[src/rtl/bcd_to_bin_seq.sv]
// bcd_to_bin_seq
// Converts NDIG packed BCD digits to an unsigned binary value, one digit per
// clock, most significant digit first (acc = acc*10 + digit).
//
// Ports:
//   clk     - system clock, rising edge
//   rst_n   - asynchronous active-low reset
//   start   - conversion request, sampled only while idle
//   bcd_in  - packed digits, [4*NDIG-1 -: 4] is the MSD, [3:0] the units digit
//   busy    - high while a conversion is in progress
//   done    - one-cycle pulse when bin_out/err/ovf are updated
//   bin_out - converted value, held until the next done
//   err     - last conversion contained a digit greater than 9
//   ovf     - last (valid) conversion result exceeded LIMIT
module bcd_to_bin_seq #(
    parameter int NDIG  = 4,
    parameter int OUT_W = 14,
    parameter int LIMIT = 1023
) (
    input  logic                clk,
    input  logic                rst_n,
    input  logic                start,
    input  logic [4*NDIG-1:0]   bcd_in,
    output logic                busy,
    output logic                done,
    output logic [OUT_W-1:0]    bin_out,
    output logic                err,
    output logic                ovf
);

    localparam int                IDX_W    = (NDIG > 1) ? $clog2(NDIG) : 1;
    localparam logic [IDX_W-1:0]  IDX_LAST = IDX_W'(NDIG - 1);
    localparam logic [IDX_W-1:0]  IDX_ZERO = {IDX_W{1'b0}};
    localparam logic [OUT_W-1:0]  LIMIT_V  = OUT_W'(LIMIT);

    typedef enum logic [0:0] {
        ST_IDLE = 1'b0,
        ST_CONV = 1'b1
    } state_t;

    // True when any packed digit lies outside 0..9.
    function automatic logic any_invalid(input logic [4*NDIG-1:0] digits);
        logic bad;
        bad = 1'b0;
        for (int i = 0; i < NDIG; i++) begin
            bad = bad | (digits[4*i +: 4] > 4'd9);
        end
        return bad;
    endfunction

    state_t               state_r;
    state_t               next_state_s;
    logic                 load_s;
    logic                 step_s;
    logic                 finish_s;

    logic [4*NDIG-1:0]    shreg_r;
    logic [OUT_W-1:0]     acc_r;
    logic [IDX_W-1:0]     idx_r;
    logic                 invalid_r;

    logic                 busy_r;
    logic                 done_r;
    logic [OUT_W-1:0]     bin_out_r;
    logic                 err_r;
    logic                 ovf_r;

    logic [3:0]           digit_s;
    logic [OUT_W-1:0]     acc_x10_s;
    logic [OUT_W-1:0]     new_acc_s;

    // State register.
    always_ff @(posedge clk or negedge rst_n) begin
        if (!rst_n) begin
            state_r <= ST_IDLE;
        end else begin
            state_r <= next_state_s;
        end
    end

    // Next-state logic and datapath control strobes.
    always_comb begin
        next_state_s = state_r;
        load_s       = 1'b0;
        step_s       = 1'b0;
        finish_s     = 1'b0;
        case (state_r)
            ST_IDLE: begin
                if (start) begin
                    load_s       = 1'b1;
                    next_state_s = ST_CONV;
                end else begin
                    next_state_s = ST_IDLE;
                end
            end
            ST_CONV: begin
                step_s = 1'b1;
                if (idx_r == IDX_ZERO) begin
                    finish_s     = 1'b1;
                    next_state_s = ST_IDLE;
                end else begin
                    next_state_s = ST_CONV;
                end
            end
            default: begin
                next_state_s = ST_IDLE;
            end
        endcase
    end

    // Multiply-accumulate step; the shift register always presents the
    // current digit at its top nibble, and *10 is built from two shifts.
    always_comb begin
        digit_s   = shreg_r[4*NDIG-1 -: 4];
        acc_x10_s = (acc_r << 3'd3) + (acc_r << 3'd1);
        new_acc_s = acc_x10_s + OUT_W'(digit_s);
    end

    // Conversion datapath: digit capture, accumulation and index count.
    always_ff @(posedge clk or negedge rst_n) begin
        if (!rst_n) begin
            shreg_r   <= {(4*NDIG){1'b0}};
            acc_r     <= {OUT_W{1'b0}};
            idx_r     <= IDX_ZERO;
            invalid_r <= 1'b0;
        end else if (load_s) begin
            shreg_r   <= bcd_in;
            acc_r     <= {OUT_W{1'b0}};
            idx_r     <= IDX_LAST;
            invalid_r <= any_invalid(bcd_in);
        end else if (step_s) begin
            shreg_r <= shreg_r << 3'd4;
            acc_r   <= new_acc_s;
            if (finish_s) begin
                idx_r <= idx_r;
            end else begin
                idx_r <= idx_r - 1'b1;
            end
        end else begin
            shreg_r   <= shreg_r;
            acc_r     <= acc_r;
            idx_r     <= idx_r;
            invalid_r <= invalid_r;
        end
    end

    // Registered handshake and result outputs; results change only at done.
    always_ff @(posedge clk or negedge rst_n) begin
        if (!rst_n) begin
            busy_r    <= 1'b0;
            done_r    <= 1'b0;
            bin_out_r <= {OUT_W{1'b0}};
            err_r     <= 1'b0;
            ovf_r     <= 1'b0;
        end else begin
            busy_r <= (next_state_s == ST_CONV);
            done_r <= finish_s;
            if (finish_s) begin
                // An invalid digit forces a zero result and suppresses ovf.
                bin_out_r <= invalid_r ? {OUT_W{1'b0}} : new_acc_s;
                err_r     <= invalid_r;
                ovf_r     <= (!invalid_r) && (new_acc_s > LIMIT_V);
            end else begin
                bin_out_r <= bin_out_r;
                err_r     <= err_r;
                ovf_r     <= ovf_r;
            end
        end
    end

    assign busy    = busy_r;
    assign done    = done_r;
    assign bin_out = bin_out_r;
    assign err     = err_r;
    assign ovf     = ovf_r;

endmodule

[config.mk]
export PLATFORM = sky130hd
export DESIGN_NAME = bcd_to_bin_seq
export DESIGN_NICKNAME = d
export VERILOG_FILES = /design/src/rtl/bcd_to_bin_seq.sv
export SDC_FILE = /design/constraint.sdc
export NUM_CORES = 1
export LEC_CHECK = 0
export ABC_AREA = 1
export ABC_CLOCK_PERIOD_IN_PS = 3000
export BUFFER_PORTS_ARGS = -buffer_cell sky130_fd_sc_hd__buf_2
export CORE_ASPECT_RATIO = 0.9
export CORE_UTILIZATION = 57
export DETAILED_ROUTE_END_ITERATION = 6
export PLACE_DENSITY = 0.86
export SYNTH_ARGS = -nofsm -noshare
export SYNTH_HDL_FRONTEND = slang
export SYNTH_SLANG_ARGS = --single-unit
[constraint.sdc]
create_clock -name clk -period 3 [get_ports clk]
set_clock_uncertainty 0.1 [all_clocks]
set_input_delay 0.6 -clock clk [delete_from_list [all_inputs] [get_ports clk]]
set_output_delay 0.6 -clock clk [all_outputs]
set_load 0.05 [all_outputs]
* After elaboration in Yosys (flattened, before gate mapping)
Cells that the tools add are included.
Cells by class: $add $sub $neg 3, bitwise gates (word level) 4, $lt $le $gt $ge 5, mux-type cells 15, eq/ne operators 1, reduce and logical (&&, ||, !) cells 5
Operator list (count):
- $mux 16 | 2
- $mux 13 | 2
- $gt 4x4->1 const B | 4
- $add 14x14->14 | 1
- $add 14x4->14 | 1
- $gt 14x10->1 const B | 1
- $mux 14 | 1
- $mux 1 | 6
- $mux 2 | 3
- $or 1x1->1 | 3
- $logic_not 2->1 | 1
- $ne 2x2->1 const B | 1
- $pmux 1 s2 | 1
- $reduce_and 2->1 | 1
- $reduce_bool 2->1 | 1
- $sub 2x1->2 const B | 1
- $logic_and 1x1->1 | 1
- $logic_not 1->1 | 1
- $not 1->1 | 1
Storage, ports and cells: logic and storage cells 42, output and inout port bits 18, input port bits 19, bits in registers 50

* Logic depth before layout (Yosys ltp)
depth in word-level cells 6, gate-level depth with buffers 16, mapped depth without buffers 16

* Worst setup path before layout
No wires, ideal clock.
path type register to register, start point reg shreg_r[15], end point reg acc_r[7], data required time 2.782 ns, path buffers 0, clock period less this slack 2.226 ns, arrival time 2.008 ns, cell stages (with the launch flop) 12, slack 0.774 ns, library setup time 0.118 ns, cells stage by stage dfrtp_1 inv_1 fa_1 inv_1 ha_1 nand3_1 nand3_2 a21oi_1 inv_1 or2_2 nand3_1 nand2_1
On the way: cells in the longest elaborated chain, start to end 3
RTL lines:
- from (decl) | RTL line 57 | logic [4*NDIG-1:0] shreg_r;
- from (signal assigned) | RTL line 122 | shreg_r <= {(4*NDIG){1'b0}};
- from (signal assigned) | RTL line 127 | shreg_r <= bcd_in;
- from (signal assigned) | RTL line 132 | shreg_r <= shreg_r << 3'd4;
- $add 14x4->14 | RTL line 116 | new_acc_s = acc_x10_s + OUT_W'(digit_s);
- $mux 13 | RTL line 131 | end else if (step_s) begin
- $mux 13 | RTL line 126 | end else if (load_s) begin
- to (signal assigned) | RTL line 123 | acc_r <= {OUT_W{1'b0}};
- to (signal assigned) | RTL line 128 | acc_r <= {OUT_W{1'b0}};
- to (signal assigned) | RTL line 133 | acc_r <= new_acc_s;
- to (decl) | RTL line 58 | logic [OUT_W-1:0] acc_r;
No other way between the ends. The select of a mux whose other input is x is not followed. A chain may end at the register's enable or synchronous reset.

* Final worst setup path
start point reg acc_r[0], end point reg bin_out_r[7] (netlist: bin_out[7])
On the way: cells in the longest elaborated chain, start to end 3
RTL lines:
- $add 14x14->14 | RTL line 115 | acc_x10_s = (acc_r << 3'd3) + (acc_r << 3'd1);
- $add 14x4->14 | RTL line 116
- $mux 14 | RTL line 160 | bin_out_r <= invalid_r ? {OUT_W{1'b0}} : new_acc_s;
- to (signal assigned) | RTL line 152 | bin_out_r <= {OUT_W{1'b0}};
- to (signal assigned) | RTL line 160
- to (signal assigned) | RTL line 164 | bin_out_r <= bin_out_r;
- to (decl) | RTL line 64 | logic [OUT_W-1:0] bin_out_r;
No other way between the ends.

==> metrics.txt <==
# TYPE chip_impl_metric gauge
chip_impl_metric{name="cts_num_sinks",unit=""} 50
chip_impl_info{name="grt_setup_unrepaired",value="no"} 1
chip_impl_metric{name="coreArea",unit="um2"} 4550
chip_impl_metric{name="synth_seq_area_share",unit="%"} 45.2
chip_impl_metric{name="fp-row-count",unit=""} 23
chip_impl_info{name="cts_tree",value="built"} 1
chip_impl_info{name="most-common-layout-cells",value="sky130_fd_sc_hd__nand2_1, sky130_fd_sc_hd__dfrtp_1, sky130_fd_sc_hd__inv_1"} 1
chip_impl_metric{name="total_routed_wirelength",unit="um"} 6070
chip_impl_metric{name="cts_max_level",unit=""} 2
chip_impl_metric{name="postRouteAntennaNets",unit=""} 0
chip_impl_metric{name="syn-num-nets",unit=""} 376
chip_impl_info{name="regToRegStartpoint",value="acc_r[0]$_DFFE_PN0P_"} 1
chip_impl_info{name="timing.setup.critical_path_class",value="reg2reg"} 1
chip_impl_metric{name="final.min_clock_period",unit="ps"} 2380
chip_impl_metric{name="fp.dieArea",unit="um2"} 5130
chip_impl_info{name="layout_commonest_cell",value="sky130_fd_sc_hd__nand2_1"} 1
chip_impl_metric{name="worst-r2r-setup-slack",unit="ps"} 620
chip_impl_metric{name="synth.avg_cell_area",unit="um2"} 8.33
chip_impl_metric{name="setup_violations",unit=""} 0
chip_impl_metric{name="netlist_instances",unit=""} 332
chip_impl_metric{name="transition_at_the_pin_with_the_smallest_max_transition_slack",unit="ps"} 669
chip_impl_metric{name="placement.io_buffers",unit=""} 36
chip_impl_metric{name="worstPathArrival",unit="ps"} 2480
chip_impl_metric{name="maxClockFrequency",unit="GHz"} 0.419
chip_impl_metric{name="detail_route.vias_per_cell",unit=""} 5.32
chip_impl_metric{name="timing_hold_violations_final",unit=""} 0
chip_impl_info{name="start_kind",value="flip-flop"} 1
chip_impl_metric{name="dr.first_iter.drc_count",unit=""} 170
chip_impl_metric{name="report.final.slew_viol_count",unit=""} 0
chip_impl_metric{name="netlist_area",unit="um2"} 2770
chip_impl_metric{name="maximum_count_of_clock_buffers_along_a_single_path",unit=""} 2
chip_impl_metric{name="cts.hold.buffers_added",unit=""} 0
chip_impl_metric{name="grt_pass1_vias",unit=""} 2167
chip_impl_metric{name="wire_per_inst",unit="um"} 13.9
chip_impl_metric{name="ys_ff_latch",unit=""} 50
chip_impl_metric{name="proportion_of_layout_cells_with_a_drive_suffix_above_1",unit="%"} 15.0
chip_impl_metric{name="filler_cell_count",unit=""} 373
chip_impl_metric{name="dieHeight",unit="um"} 68.1
chip_impl_metric{name="clk_transition_reported_paths",unit="ps"} 90
chip_impl_metric{name="drv_cap",unit=""} 0
chip_impl_metric{name="clock_insertion_delay_at_the_later_pin_of_the_skew_report",unit="ps"} 300
chip_impl_metric{name="gp_weighted_congestion",unit=""} 0.944
chip_impl_metric{name="accumulated_negative_setup_slack",unit="ps"} 0
chip_impl_info{name="hold_path.class",value="in2async"} 1
chip_impl_info{name="cp-endpoint",value="bin_out[7]$_DFFE_PN0P_"} 1
chip_impl_info{name="outcome",value="finished clean"} 1
chip_impl_metric{name="globalRouteTotalUtil",unit="%"} 26.8
chip_impl_info{name="end_kind",value="flip-flop"} 1
chip_impl_metric{name="synth_cell_type_count",unit=""} 31
chip_impl_metric{name="post-cts-setup-buffer-count",unit=""} 0
chip_impl_metric{name="layout_worst_path_cycle_share",unit="%"} 79.5
chip_impl_metric{name="boundary_pins",unit=""} 37
chip_impl_metric{name="crit_path_max_fanout",unit=""} 4
chip_impl_metric{name="grt_antenna_before_repair",unit=""} 0
chip_impl_info{name="crit-reg2reg-capture",value="bin_out[7]$_DFFE_PN0P_"} 1
chip_impl_metric{name="initial_utilization",unit="%"} 60.8
chip_impl_metric{name="floorplan.die.width",unit="um"} 75.4
chip_impl_metric{name="post_cts_resize_count",unit=""} 0
chip_impl_metric{name="hpwl",unit="um"} 4610
chip_impl_metric{name="cts_made_buffers",unit=""} 5
chip_impl_metric{name="worst_r2r_path_depth",unit=""} 11
chip_impl_metric{name="drc_markers",unit=""} 0
chip_impl_metric{name="final_net_count",unit=""} 417
chip_impl_metric{name="slew_headroom",unit="%"} 55.4
chip_impl_metric{name="area_growth",unit="%"} 12.6
chip_impl_info{name="cp-startpoint",value="acc_r[0]$_DFFE_PN0P_"} 1
chip_impl_info{name="clock_tree.root_cell",value="sky130_fd_sc_hd__clkbuf_8"} 1
chip_impl_metric{name="grt_start_max_net_pins",unit=""} 32
chip_impl_metric{name="grt_overflow",unit=""} 0
chip_impl_metric{name="yosys_warnings",unit=""} 0
chip_impl_metric{name="wire_length_of_the_first_global_routing_pass",unit="um"} 10100
chip_impl_metric{name="critical_path_required",unit="ps"} 3100
chip_impl_metric{name="firstDrtPassIters",unit=""} 4
chip_impl_metric{name="ant_diodes",unit=""} 0
chip_impl_metric{name="num_vias",unit=""} 2320
## state kept, by name, indices dropped and copies added (netlist names)
signal,flops
shreg_r,16
bin_out,14
acc_r,13
idx_r,2
busy,1
done,1
err,1
invalid_r,1
ovf,1
## layer usage
metal / routed length (um) / GRT usage (%) / part of all wire [%] / vias up
li1: - / - / - / 1154
met1: 2730 / 35.3 / 45 / 1097
met2: 2950 / 45.0 / 49 / 63
met3: 333 / 5.30 / 5.5 / 6
met4: 61 / 7.41 / 1.0 / 0
met5: 0 / 0 / 0 / -
## worst max-delay path, stage by stage, from the launching register on
cell and delay, ps:
sky130_fd_sc_hd__dfrtp_1 360, sky130_fd_sc_hd__inv_1 70, sky130_fd_sc_hd__fa_1 560, sky130_fd_sc_hd__inv_1 60, sky130_fd_sc_hd__ha_1 300, sky130_fd_sc_hd__nand3_1 90
sky130_fd_sc_hd__nand3_2 120, sky130_fd_sc_hd__a21oi_1 140, sky130_fd_sc_hd__inv_1 60, sky130_fd_sc_hd__or2_2 280, sky130_fd_sc_hd__nand3_1 80, sky130_fd_sc_hd__nand2_1 50
## logic make-up (layout without fill, tap and decap cells)
family | count (synthesis) | in the layout | synth area share [%]
compound gates | 53 | 53 | 11.8
fa+ha+maj | 25 | 25 | 11.9
xor+xnor | 5 | 5 | 1.58
buf+inv | 52 | 94 | 7.47
simple gates | 147 | 147 | 22.1
flops | 50 | 50 | 45.2
## Yosys cell counts, drive strengths merged
cell type | number | area share [%]
or2 | 1 | 0.23
nor2 | 21 | 3.4
a21oi | 7 | 1.4
clkbuf | 3 | 0.41
nand3b | 2 | 0.54
buf | 4 | 0.95
dfrtp | 50 | 45
a22oi | 4 | 1.1
o211ai | 3 | 0.81
inv | 44 | 6.0
and3 | 1 | 0.23
nand2 | 107 | 15
a22o | 5 | 1.6
o221ai | 3 | 0.95
xnor2 | 2 | 0.63
o21ai | 28 | 5.2
a31oi | 1 | 0.23
o22ai | 2 | 0.45
nand3 | 12 | 2.4
clkinv | 1 | 0.14
xor2 | 3 | 0.95
nand4 | 3 | 0.68
fa | 2 | 1.4
ha | 23 | 10
## layout make-up
type	instances	area (um2)	area share (%)
tap	62	77.6	2.49
inverter	45	169	5.43
sequential	50	1250	40.2
timing repair buffer	41	218	6.99
clock inverter	3	21.3	0.683
multi-input combinational	230	1310	42.0
clock buffer	5	68.8	2.21
## worst min path at each step
stage	to	slack, ps
2_1_floorplan	acc_r[0]$_DFFE_PN0P_	200
3_3_place_gp	shreg_r[1]$_DFFE_PN0P_	360
3_5_place_dp	shreg_r[1]$_DFFE_PN0P_	370
4_1_cts	idx_r[0]$_DFFE_PN0P_	240
5_1_grt	idx_r[1]$_DFFE_PN0P_	260
6_report	ovf$_DFFE_PN0P_	220
## through the flow
| step | worst slack, ps | hold WS (ps) | util [%] | area [um2] | cells |
|---|---|---|---|---|---|
| after global placement | 696 | 363 | 66.5 | 3020 | 428 |
| after CTS | 619 | 237 | 68.5 | 3110 | 436 |
| after floorplan | 774 | 204 | - | 2770 | 332 |
| after detailed placement | 616 | 367 | 66.5 | 3020 | 428 |
| final | 616 | 222 | 68.5 | 3110 | 436 |
| after global routing | 398 | 260 | 68.5 | 3110 | 436 |
Power is not shown: default switching activity piles up to over one toggle a cycle in this logic, so the estimate is an artifact.
